--- src/rtl/cnn16_mem_responder.sv ---
// Memory-side responder for the CNN16 core: serves CPU reads/writes to the synchronous RAM
// and owns the program-load path, holding the CPU off until a load session completes.
module cnn16_mem_responder #(
  parameter int ADDR_W    = 12,
  parameter int DATA_W    = 16,
  parameter int RD_LAT    = 1,
  parameter int BOOT_LOAD = 1
) (
  input  logic              clk,
  input  logic              rst,
  input  logic              load_en,
  input  logic              load_we,
  input  logic [ADDR_W-1:0] load_addr,
  input  logic [DATA_W-1:0] load_data,
  input  logic              cpu_req,
  input  logic              cpu_we,
  input  logic [ADDR_W-1:0] cpu_addr,
  input  logic [DATA_W-1:0] cpu_wdata,
  output logic [DATA_W-1:0] cpu_rdata,
  output logic              mem_ready,
  output logic              cpu_run,
  output logic              load_busy,
  output logic [ADDR_W:0]   load_count,
  output logic              ram_we,
  output logic [ADDR_W-1:0] ram_addr,
  output logic [DATA_W-1:0] ram_wdata,
  input  logic [DATA_W-1:0] ram_rdata
);

  typedef enum logic [2:0] {
    S_IDLE,
    S_LOAD,
    S_WR,
    S_RD_WAIT,
    S_RD_RESP,
    S_GAP
  } state_t;

  localparam logic [1:0]      RD_LAT_C  = 2'(RD_LAT);
  localparam logic [ADDR_W:0] LOAD_MAX  = {1'b1, {ADDR_W{1'b0}}};
  localparam logic [ADDR_W:0] COUNT_ONE = (ADDR_W+1)'(1);
  localparam logic            RUN_RST   = (BOOT_LOAD == 0);

  state_t              state_q, state_d;
  logic [ADDR_W-1:0]   addr_q, addr_d;
  logic [DATA_W-1:0]   wdata_q, wdata_d;
  logic [1:0]          cnt_q, cnt_d;
  logic [DATA_W-1:0]   cpu_rdata_q, cpu_rdata_d;
  logic                cpu_run_q, cpu_run_d;
  logic [ADDR_W:0]     load_count_q, load_count_d;
  logic                mem_ready_q, mem_ready_d;
  logic                wr_q, wr_d;
  logic                load_busy_q, load_busy_d;

  always_comb begin
    state_d      = state_q;
    addr_d       = addr_q;
    wdata_d      = wdata_q;
    cnt_d        = cnt_q;
    cpu_rdata_d  = cpu_rdata_q;
    cpu_run_d    = cpu_run_q;
    load_count_d = load_count_q;

    case (state_q)
      S_IDLE: begin
        if (load_en) begin
          state_d      = S_LOAD;
          load_count_d = '0;
        end else if (cpu_req && cpu_run_q) begin
          addr_d  = cpu_addr;
          wdata_d = cpu_wdata;
          cnt_d   = RD_LAT_C;
          state_d = cpu_we ? S_WR : S_RD_WAIT;
        end
      end
      S_LOAD: begin
        if (load_we && (load_count_q != LOAD_MAX))
          load_count_d = load_count_q + COUNT_ONE;
        // Leaving LOAD releases the CPU; the request is picked up from IDLE next edge.
        if (!load_en) begin
          state_d   = S_IDLE;
          cpu_run_d = 1'b1;
        end
      end
      S_WR:    state_d = S_GAP;
      S_RD_WAIT: begin
        if (cnt_q == 2'd1) begin
          cpu_rdata_d = ram_rdata;
          state_d     = S_RD_RESP;
        end else begin
          cnt_d = cnt_q - 2'd1;
        end
      end
      S_RD_RESP: state_d = S_GAP;
      S_GAP:     state_d = S_IDLE;
      default:   state_d = S_IDLE;
    endcase

    mem_ready_d = (state_d == S_WR) || (state_d == S_RD_RESP);
    wr_d        = (state_d == S_WR);
    load_busy_d = (state_d == S_LOAD);
  end

  always_ff @(posedge clk) begin
    if (rst) begin
      state_q      <= S_IDLE;
      addr_q       <= '0;
      wdata_q      <= '0;
      cnt_q        <= '0;
      cpu_rdata_q  <= '0;
      cpu_run_q    <= RUN_RST;
      load_count_q <= '0;
      mem_ready_q  <= 1'b0;
      wr_q         <= 1'b0;
      load_busy_q  <= 1'b0;
    end else begin
      state_q      <= state_d;
      addr_q       <= addr_d;
      wdata_q      <= wdata_d;
      cnt_q        <= cnt_d;
      cpu_rdata_q  <= cpu_rdata_d;
      cpu_run_q    <= cpu_run_d;
      load_count_q <= load_count_d;
      mem_ready_q  <= mem_ready_d;
      wr_q         <= wr_d;
      load_busy_q  <= load_busy_d;
    end
  end

  // Loader owns the RAM port combinationally while loading; otherwise the captured CPU access.
  assign ram_we     = load_busy_q ? load_we   : wr_q;
  assign ram_addr   = load_busy_q ? load_addr : addr_q;
  assign ram_wdata  = load_busy_q ? load_data : wdata_q;

  assign cpu_rdata  = cpu_rdata_q;
  assign mem_ready  = mem_ready_q;
  assign cpu_run    = cpu_run_q;
  assign load_busy  = load_busy_q;
  assign load_count = load_count_q;

endmodule

--- config.mk ---
export PLATFORM = sky130hd
export DESIGN_NAME = cnn16_mem_responder
export DESIGN_NICKNAME = d
export VERILOG_FILES = /design/src/rtl/cnn16_mem_responder.sv
export SDC_FILE = /design/constraint.sdc
export NUM_CORES = 1
export LEC_CHECK = 0
export CORE_MARGIN = 8
export CORE_UTILIZATION = 38
export CTS_BUF_LIST = sky130_fd_sc_hd__clkbuf_4 sky130_fd_sc_hd__clkbuf_8 sky130_fd_sc_hd__clkbuf_16
export CTS_CLUSTER_DIAMETER = 150
export DETAILED_ROUTE_END_ITERATION = 8
export PLACE_DENSITY = 0.77
export REMOVE_ABC_BUFFERS = 1
export SYNTH_ARGS = -nofsm -noshare
export SYNTH_HDL_FRONTEND = slang
export SYNTH_SLANG_ARGS = --single-unit
--- constraint.sdc ---
create_clock -name clk -period 1.6 [get_ports clk]
set_input_delay 0.4 -clock clk [delete_from_list [all_inputs] [get_ports clk]]
set_output_delay 0.4 -clock clk [all_outputs]
set_load 0.02 [all_outputs]
* After elaboration in Yosys (flattened, before gate mapping)
Cells that the tools add are included.
Word-level totals: register bits 66, output and inout port bits 61, bits of input ports 78, logic and storage cells 55
Operators by class: reduce and logical (&&, ||, !) cells 12, add/sub/neg operators 2, muxes and demuxes 16, equal/unequal tests 14, bitwise gates (word level) 1
Operators by type and width (count):
- $mux W13 | 2
- $pmux W13 S2 | 1
- $mux W16 | 1
- $add A13 B1 Y13 const B | 1
- $ne A13 B13 Y1 const B | 1
- $mux W12 | 1
- $mux W3 | 4
- $pmux W3 S4 | 1
- $ne A2 B2 Y1 const B | 5
- $eq A3 B2 Y1 const B | 3
- $eq A3 B1 Y1 const B | 2
- $eq A3 B3 Y1 const B | 2
- $mux W2 | 3
- $reduce_and A3 Y1 | 2
- $pmux W2 S2 | 1
- $reduce_and A2 Y1 | 2
- $reduce_and A4 Y1 | 1
- $reduce_bool A2 Y1 | 2
- $logic_not A3 Y1 | 1
- $eq A2 B1 Y1 const B | 1
- $logic_and A1 B1 Y1 | 2
- $mux W1 | 2
- $reduce_or A2 Y1 | 1
- $sub A2 B1 Y2 const B | 1
- other kinds (2) | 2

* Longest topological paths before layout
Gate-level depths: netlist of run 1.
depth in word-level cells 6, depth in mapped cells 7, mapped depth without buffers 6

* Least setup slack after synthesis of run 1
No wires, ideal clock.
path type reg-to-output, start register load_busy_q, in the netlist load_busy, end output port ram_wdata[10], buffers on the path 2, stages on the path, launching flop included 4, path slack -0.395 ns, data required time 1.200 ns, arrival 1.595 ns, cells stage by stage dfxtp_1 -> clkbuf_1 -> buf_1 -> mux2_2
On the way: cells in the longest elaborated chain, start to end 1
RTL lines:
- start, declared | RTL line 53 | logic load_busy_q, load_busy_d;
- start signal, assigned | RTL line 126 | load_busy_q <= load_busy_d;
- $mux W16 | RTL line 133 | assign ram_wdata = load_busy_q ? load_data : wdata_q;
- end, declared | RTL line 26 | output logic [DATA_W-1:0] ram_wdata,
Every way passes these cells.

* Worst setup path in the final report of run 1
start register load_count_q[0], in the netlist load_count[0], end register load_count_q[10], in the netlist load_count[10]
On the way: cells in the longest elaborated chain, start to end 4, elaborated cells on any way between the ends 7, classes of those cells 1 x add/sub; 2 x eq/ne; 2 x mux; 2 x reduce/logical
RTL lines:
- start, declared | RTL line 50 | logic [ADDR_W:0] load_count_q, load_count_d;
- start signal, assigned | RTL line 123 | load_count_q <= load_count_d;
- branches (longest 4 deep; another with $add A13 B1 Y13)
Parallel ways; which one is timed is not known. The select of a mux whose other input is x is not followed. A chain may end at the register's enable or synchronous reset.

==> impl_metrics.ini, run 1 <==
[floorplanning]
dieArea_um2 = 11100
io_pins = 139
fp.dieW_um = 106
start_util_pct = 39.3
die_h_um = 106
num_rows = 32
coreArea_um2 = 7770

[setup_path]
path_class = reg2reg
crit_path_max_incr_delay_ns = 0.48
worstSetupStartpointType = flip-flop
crit_slowest_cell = or4b_4
endpoint_kind = flip-flop
crit_arrival_ns = 2.10
path_cells = inv_2 -> ha_4 -> or4b_4 -> o31ai_4 -> buf_6 -> buf_4 -> or3_2 -> a31oi_1
rrSetupSlack_ns = -0.29
cp_num_buf_inv = 3
cp.required_ns = 1.81
critPathMaxFanout = 3
cp_top_family = simple AND/OR/NAND/NOR gates

[synthesis]
synthCells = 360
ys.flop_type = dfxtp_1
synth-edff-count = 0
yosys_warnings = 0
async_flop_share_pct = 0
synth_seq_area_share_pct = 43.3
avgSynthCellArea_um2 = 8.47
ys_types = 50
synth_area_um2 = 3050
synth_seq_cells = 66

[timing]
rsz0062_at_grt = true
relSlewSlack_pct = 74.3
fin_ws_ns = -0.292
worstMarginPinSlew_ns = 0.381
skew_ns = 0.00712
tns_ns = -7.40
setup_viol_count_final = 42
drv_slew = 0
final_hold_viol_count = 0
period_share_pct = 118
max_freq_ghz = 0.529
fin_crit_ns = 1.89

[grt]
grtUsageTotal_pct = 18.3
antenna_found_initial = 0
grt_pass1_wl_mm = 16.9
overflow = 0
grt_max_degree = 62
grt_pass1_vias = 3319

[power]
p_leak_nw = 2.12
ir_drop_mv = 0.376
power-per-cell-area_nw_per_um2 = 672

[layout]
final_util_pct = 68.0
layout-drive-gt1-share_pct = 29.5
area_growth_pct = 73.1
layout.nets = 610
antenna-diode-count = 0

[detailed_routing]
vias = 3307
wl_mm = 11.1
drc = 0
drtIter0Drc = 123
via_per_inst = 5.21
wl_per_cell_um = 17.5
drtAntennaViolNets = 0
dr.pass1.iters = 5

[placed_design]
preCtsSetupSlack_ns = -0.579
gp_congestion = 0.894
post-dp-hpwl_mm = 7.43
port_buffers = 138

[clock_tree]
cts_tree = done
holdBufCountCts = 0
cts_buffers = 9
cts_sinks = 66
clk_path_buf_depth = 2
ctsHtreeMaxLevel = 3
clk_pin_slew_worst_paths_ns = 0.07
clock_latency_ns = 0.33
cts-root-buf = clkbuf_8

[run]
drv_cap = 0

[run_status]
status = complete, but fails checks
violations = setup timing

[worst_hold_path]
hp-class = reg2reg
## worst paths after layout
check	from	end	cells after the start
worst min register to register	cpu_rdata[4]	cpu_rdata[4]	2
worst max register to register	load_count[0]	load_count[10]	8
worst max-delay path	load_count[0]	load_count[10]	8
worst min-delay path	cpu_rdata[4]	cpu_rdata[4]	2
## repair_timing
action / in CTS / in global routing
setup endpoints to repair: 102 / 77
cloned: 1 / 3
setup buffers: 7 / 1
gates resized for setup: 184 / 97
pin swaps: 13 / 3
## registers in the layout, summed over array words and instances (netlist names)
register and count:
load_count 13, cnt_q 2, wdata_q 16, state_q 3
mem_ready 1, cpu_rdata 16, wr_q 1, load_busy 1
cpu_run 1, addr_q 12
## where the power goes
group	internal [mW]	total, mW	switching [mW]
clock network	0.578	1.18	0.598
registers	1.66	1.68	0.0165
logic	0.419	0.695	0.275
## cell usage after synthesis (4+ instances only)
master    number  share of area [%]
nand4_1        4               0.82
mux2_2        29                 11
a21oi_1       53                8.7
buf_2          4               0.66
inv_1          5               0.62
nand2_1       98                 12
clkbuf_1      17                2.1
nand3_1       14                2.3
dfxtp_1       66                 43
nor2_1         4               0.49
## worst min-delay path, stage by stage, from the launching register on
cell	delay, ns
dfxtp_1	0.31
nand2_1	0.05
a21oi_1	0.05
## area by class of cell
type | instances | area, um^2
clock inverters | 4 | 20.0
clock buffers | 11 | 139
flip-flops and latches | 66 | 1330
repair buffers | 183 | 1830
well taps | 102 | 128
inverters | 5 | 18.8
fillers | 613 | 2490
multi-input cells | 264 | 1820
## cell usage in the layout, fill, tap and decap left out, drive strengths merged, types with 5 or more instances in the layout
cell,instances
nand2,99
dlygate4sd2,27
inv,5
nand3,14
buf,73
a21oi,53
clkdlybuf4s50,75
mux2,29
dfxtp,66
clkbuf,17
## kinds of logic after synthesis
family	after synthesis	synth area share (%)
muxes	29	10.7
buffers and inverters	30	4.47
DFF	66	43.3
adders and majority gates	3	1.23
xor gates and xnor gates	1	0.287
AOI/OAI and AO/OA	80	16.2
and+or+nand+nor	151	23.7
## stage by stage
stage / instances / hold slack (ns) / instance area, um^2 / power, mW
floorplan: 335 / 0.428 / 2930 / 1.91
global placement: 610 / 0.441 / 4750 / 2.27
detailed placement: 610 / 0.447 / 4750 / 2.28
CTS: 633 / 0.437 / 4930 / 3.47
global route: 635 / 0.457 / 5280 / 3.71
finish: 635 / 0.453 / 5280 / 3.55
## metal layers
metal	wire (um)	vias up	global-route usage, %
li1	-	1599	-
met1	4780	1565	22.8
met2	5420	133	29.7
met3	796	10	5.30
met4	108	0	6.23
met5	0	-	0
Note: power is estimated with default switching activity, not from simulation.
==> run 2, diff against run 1 <==
--- a/config.mk
+++ b/config.mk
@@ -10,7 +10,7 @@
 export CTS_BUF_LIST = sky130_fd_sc_hd__clkbuf_4 sky130_fd_sc_hd__clkbuf_8 sky130_fd_sc_hd__clkbuf_16
 export CTS_CLUSTER_DIAMETER = 150
 export DETAILED_ROUTE_END_ITERATION = 8
-export PLACE_DENSITY = 0.77
+export PLACE_DENSITY_LB_ADDON = 0.25
 export REMOVE_ABC_BUFFERS = 1
 export SYNTH_ARGS = -nofsm -noshare
 export SYNTH_HDL_FRONTEND = slang
==> run 2 against run 1 <==
Against the previous run:
- the flow still finishes with violations (setup timing)
- clock power up 19%
- non-clock buffer count up 11
- hold slack worse by 0.023 ns
- critical path type unchanged
- critical endpoint is now load_count[1]
- highest routed layer unchanged
==> impl_metrics.ini, run 2 (synthesis gave the netlist of run 1 again) <==
[power]
seq_power_share_pct = 43.9
power_switching_mw = 0.917
power.share.switching_pct = 24.1
combPwrFrac_pct = 19.4
ir_drop_mv = 0.406
p_leak_nw = 2.20
power-per-cell-area_nw_per_um2 = 700
intPower_mw = 2.89
pwr-share-clk_pct = 36.7

[floorplanning]
num_rows = 32
die_h_um = 106
start_util_pct = 39.3
io_pins = 139
dieArea_um2 = 11100
fp.dieW_um = 106
coreArea_um2 = 7770

[worst_hold_path]
min_from = rst
whs_endpoint = load_count[9]
min_path_cells = 3
hp-class = in2reg

[placed_design]
placed_cell_area_um2 = 4790
post-dp-hpwl_mm = 7.29
gp_congestion = 0.800
port_buffers = 138

[grt]
antenna_found_initial = 0
grt_max_degree = 62
grt_pass1_vias = 3314
grt_pass1_wl_mm = 16.9
overflow = 0
grtUsageTotal_pct = 18.6

[setup_path]
crit_arrival_ns = 2.14
crit_path_max_incr_delay_ns = 0.50
cp.required_ns = 1.86
endpoint_kind = flip-flop
rrSetupSlack_ns = -0.28
path_cells = inv_2 -> ha_4 -> or4b_4 -> o31ai_4 -> buf_4 -> buf_6 -> nand3_2 -> a21oi_1
critPathMaxFanout = 3
r2r_cells = 8
path_class = reg2reg
crit_slowest_cell = or4b_4
worstSetupStartpointType = flip-flop
r2r_start = load_count[0]
worstReg2RegEnd = load_count[1]

[detailed_routing]
drtIter0Drc = 119
via_per_inst = 5.16
wl_per_cell_um = 17.7
vias = 3335
dr.pass1.iters = 5
drc = 0
wl_mm = 11.5
drtAntennaViolNets = 0

[timing]
worstMarginPinSlew_ns = 0.430
max_freq_ghz = 0.532
final_hold_viol_count = 0
drv_slew = 0
skew_ns = 0.00924
setup_viol_count_final = 42
fin_ws_ns = -0.278
fin_crit_ns = 1.88
rsz0062_at_grt = true
relSlewSlack_pct = 71.2
hold_slack_ns = 0.431
period_share_pct = 117

[clock_tree]
cts_tree = done
clk_path_buf_depth = 2
ctsHtreeMaxLevel = 3
cts-root-buf = clkbuf_8
cts_sinks = 66
cts_buffers = 9
clock_latency_ns = 0.34
clk_pin_slew_worst_paths_ns = 0.07

[run_status]
violations = setup timing
status = complete, but fails checks

[layout]
layout-drive-gt1-share_pct = 30.3
layout_commonest_cell = nand2_1
area_growth_pct = 78.3
layout.nets = 621
mostFrequentLayoutCells = nand2_1, clkdlybuf4s50_1, dfxtp_1, a21oi_1, buf_6
antenna-diode-count = 0
final_util_pct = 70.0
final_cell_area_um2 = 5440

[run]
drv_cap = 0
## run 2: cell types whose count changed in the layout (fill, tap and decap cells not counted), moves of 2 or more
| cell | before | now |
|---|---|---|
| dlygate4sd2_1 | 27 | 23 |
| buf_4 | 32 | 36 |
| clkinv_2 | 4 | 2 |
| o311ai_1 | 0 | 2 |
| clkdlybuf4s15_1 | 2 | 6 |
| o311ai_2 | 2 | 0 |
| buf_6 | 34 | 39 |
## run 2: repair_timing
item | CTS | global route
hold buffers | 0 | 0
endpoints found under the setup margin | 105 | 85
pin swaps | 15 | 2
resized for setup | 206 | 84
buffers inserted | 9 | 1
gates cloned | 2 | 4
## run 2: worst max-delay path, delay by kind of cell, from the launching register on
kind	cells	cell delay (ns)
compound gates	2	0.46
fa+ha+maj	1	0.12
buf+inv	3	0.36
flops	1	0.33
simple gates	2	0.55
## run 2: final cells by class
class	count	area, um^2
clock buffer	12	153
clock inverter	3	40.0
fill	578	2330
inverter	5	18.8
multi-input combinational	264	1790
sequential	66	1330
tap	102	128
timing repair buffer	194	1980
## run 2: through the flow
stage	TNS (ns)	instances	setup slack, ns	power (mW)
5_1_grt	-10.28	646	-0.357	3.95
3_3_place_gp	-28.78	616	-0.557	2.28
6_report	-8.49	646	-0.278	3.81
4_1_cts	-9.99	642	-0.279	3.74
3_5_place_dp	-31.59	616	-0.651	2.29
2_1_floorplan	-14.66	335	-0.346	1.91
## run 2: power groups by stage
stage / registers [mW] / clock network [mW] / logic [mW]
6_report: 1.67 / 1.40 / 0.737
5_1_grt: 1.67 / 1.50 / 0.775
4_1_cts: 1.67 / 1.43 / 0.644
3_5_place_dp: 1.71 / 0 / 0.586
3_3_place_gp: 1.71 / 0 / 0.577
2_1_floorplan: 1.73 / 0 / 0.181
## run 2: worst max path at each step
stage / start / end
CTS: load_busy / ram_addr[10]
finish: load_count[0] / load_count[1]
global placement: load_en / load_count[9]
detailed placement: load_en / load_count[9]
floorplan: load_count[0] / load_count[4]
global route: load_count[0] / load_count[12]
## run 2: layer usage
layer	vias up	wire [um]	global-route usage, %
li1	1621	-	-
met3	14	795	5.05
met2	131	5700	31.5
met1	1569	4790	21.5
met5	-	0	0
met4	0	160	8.24
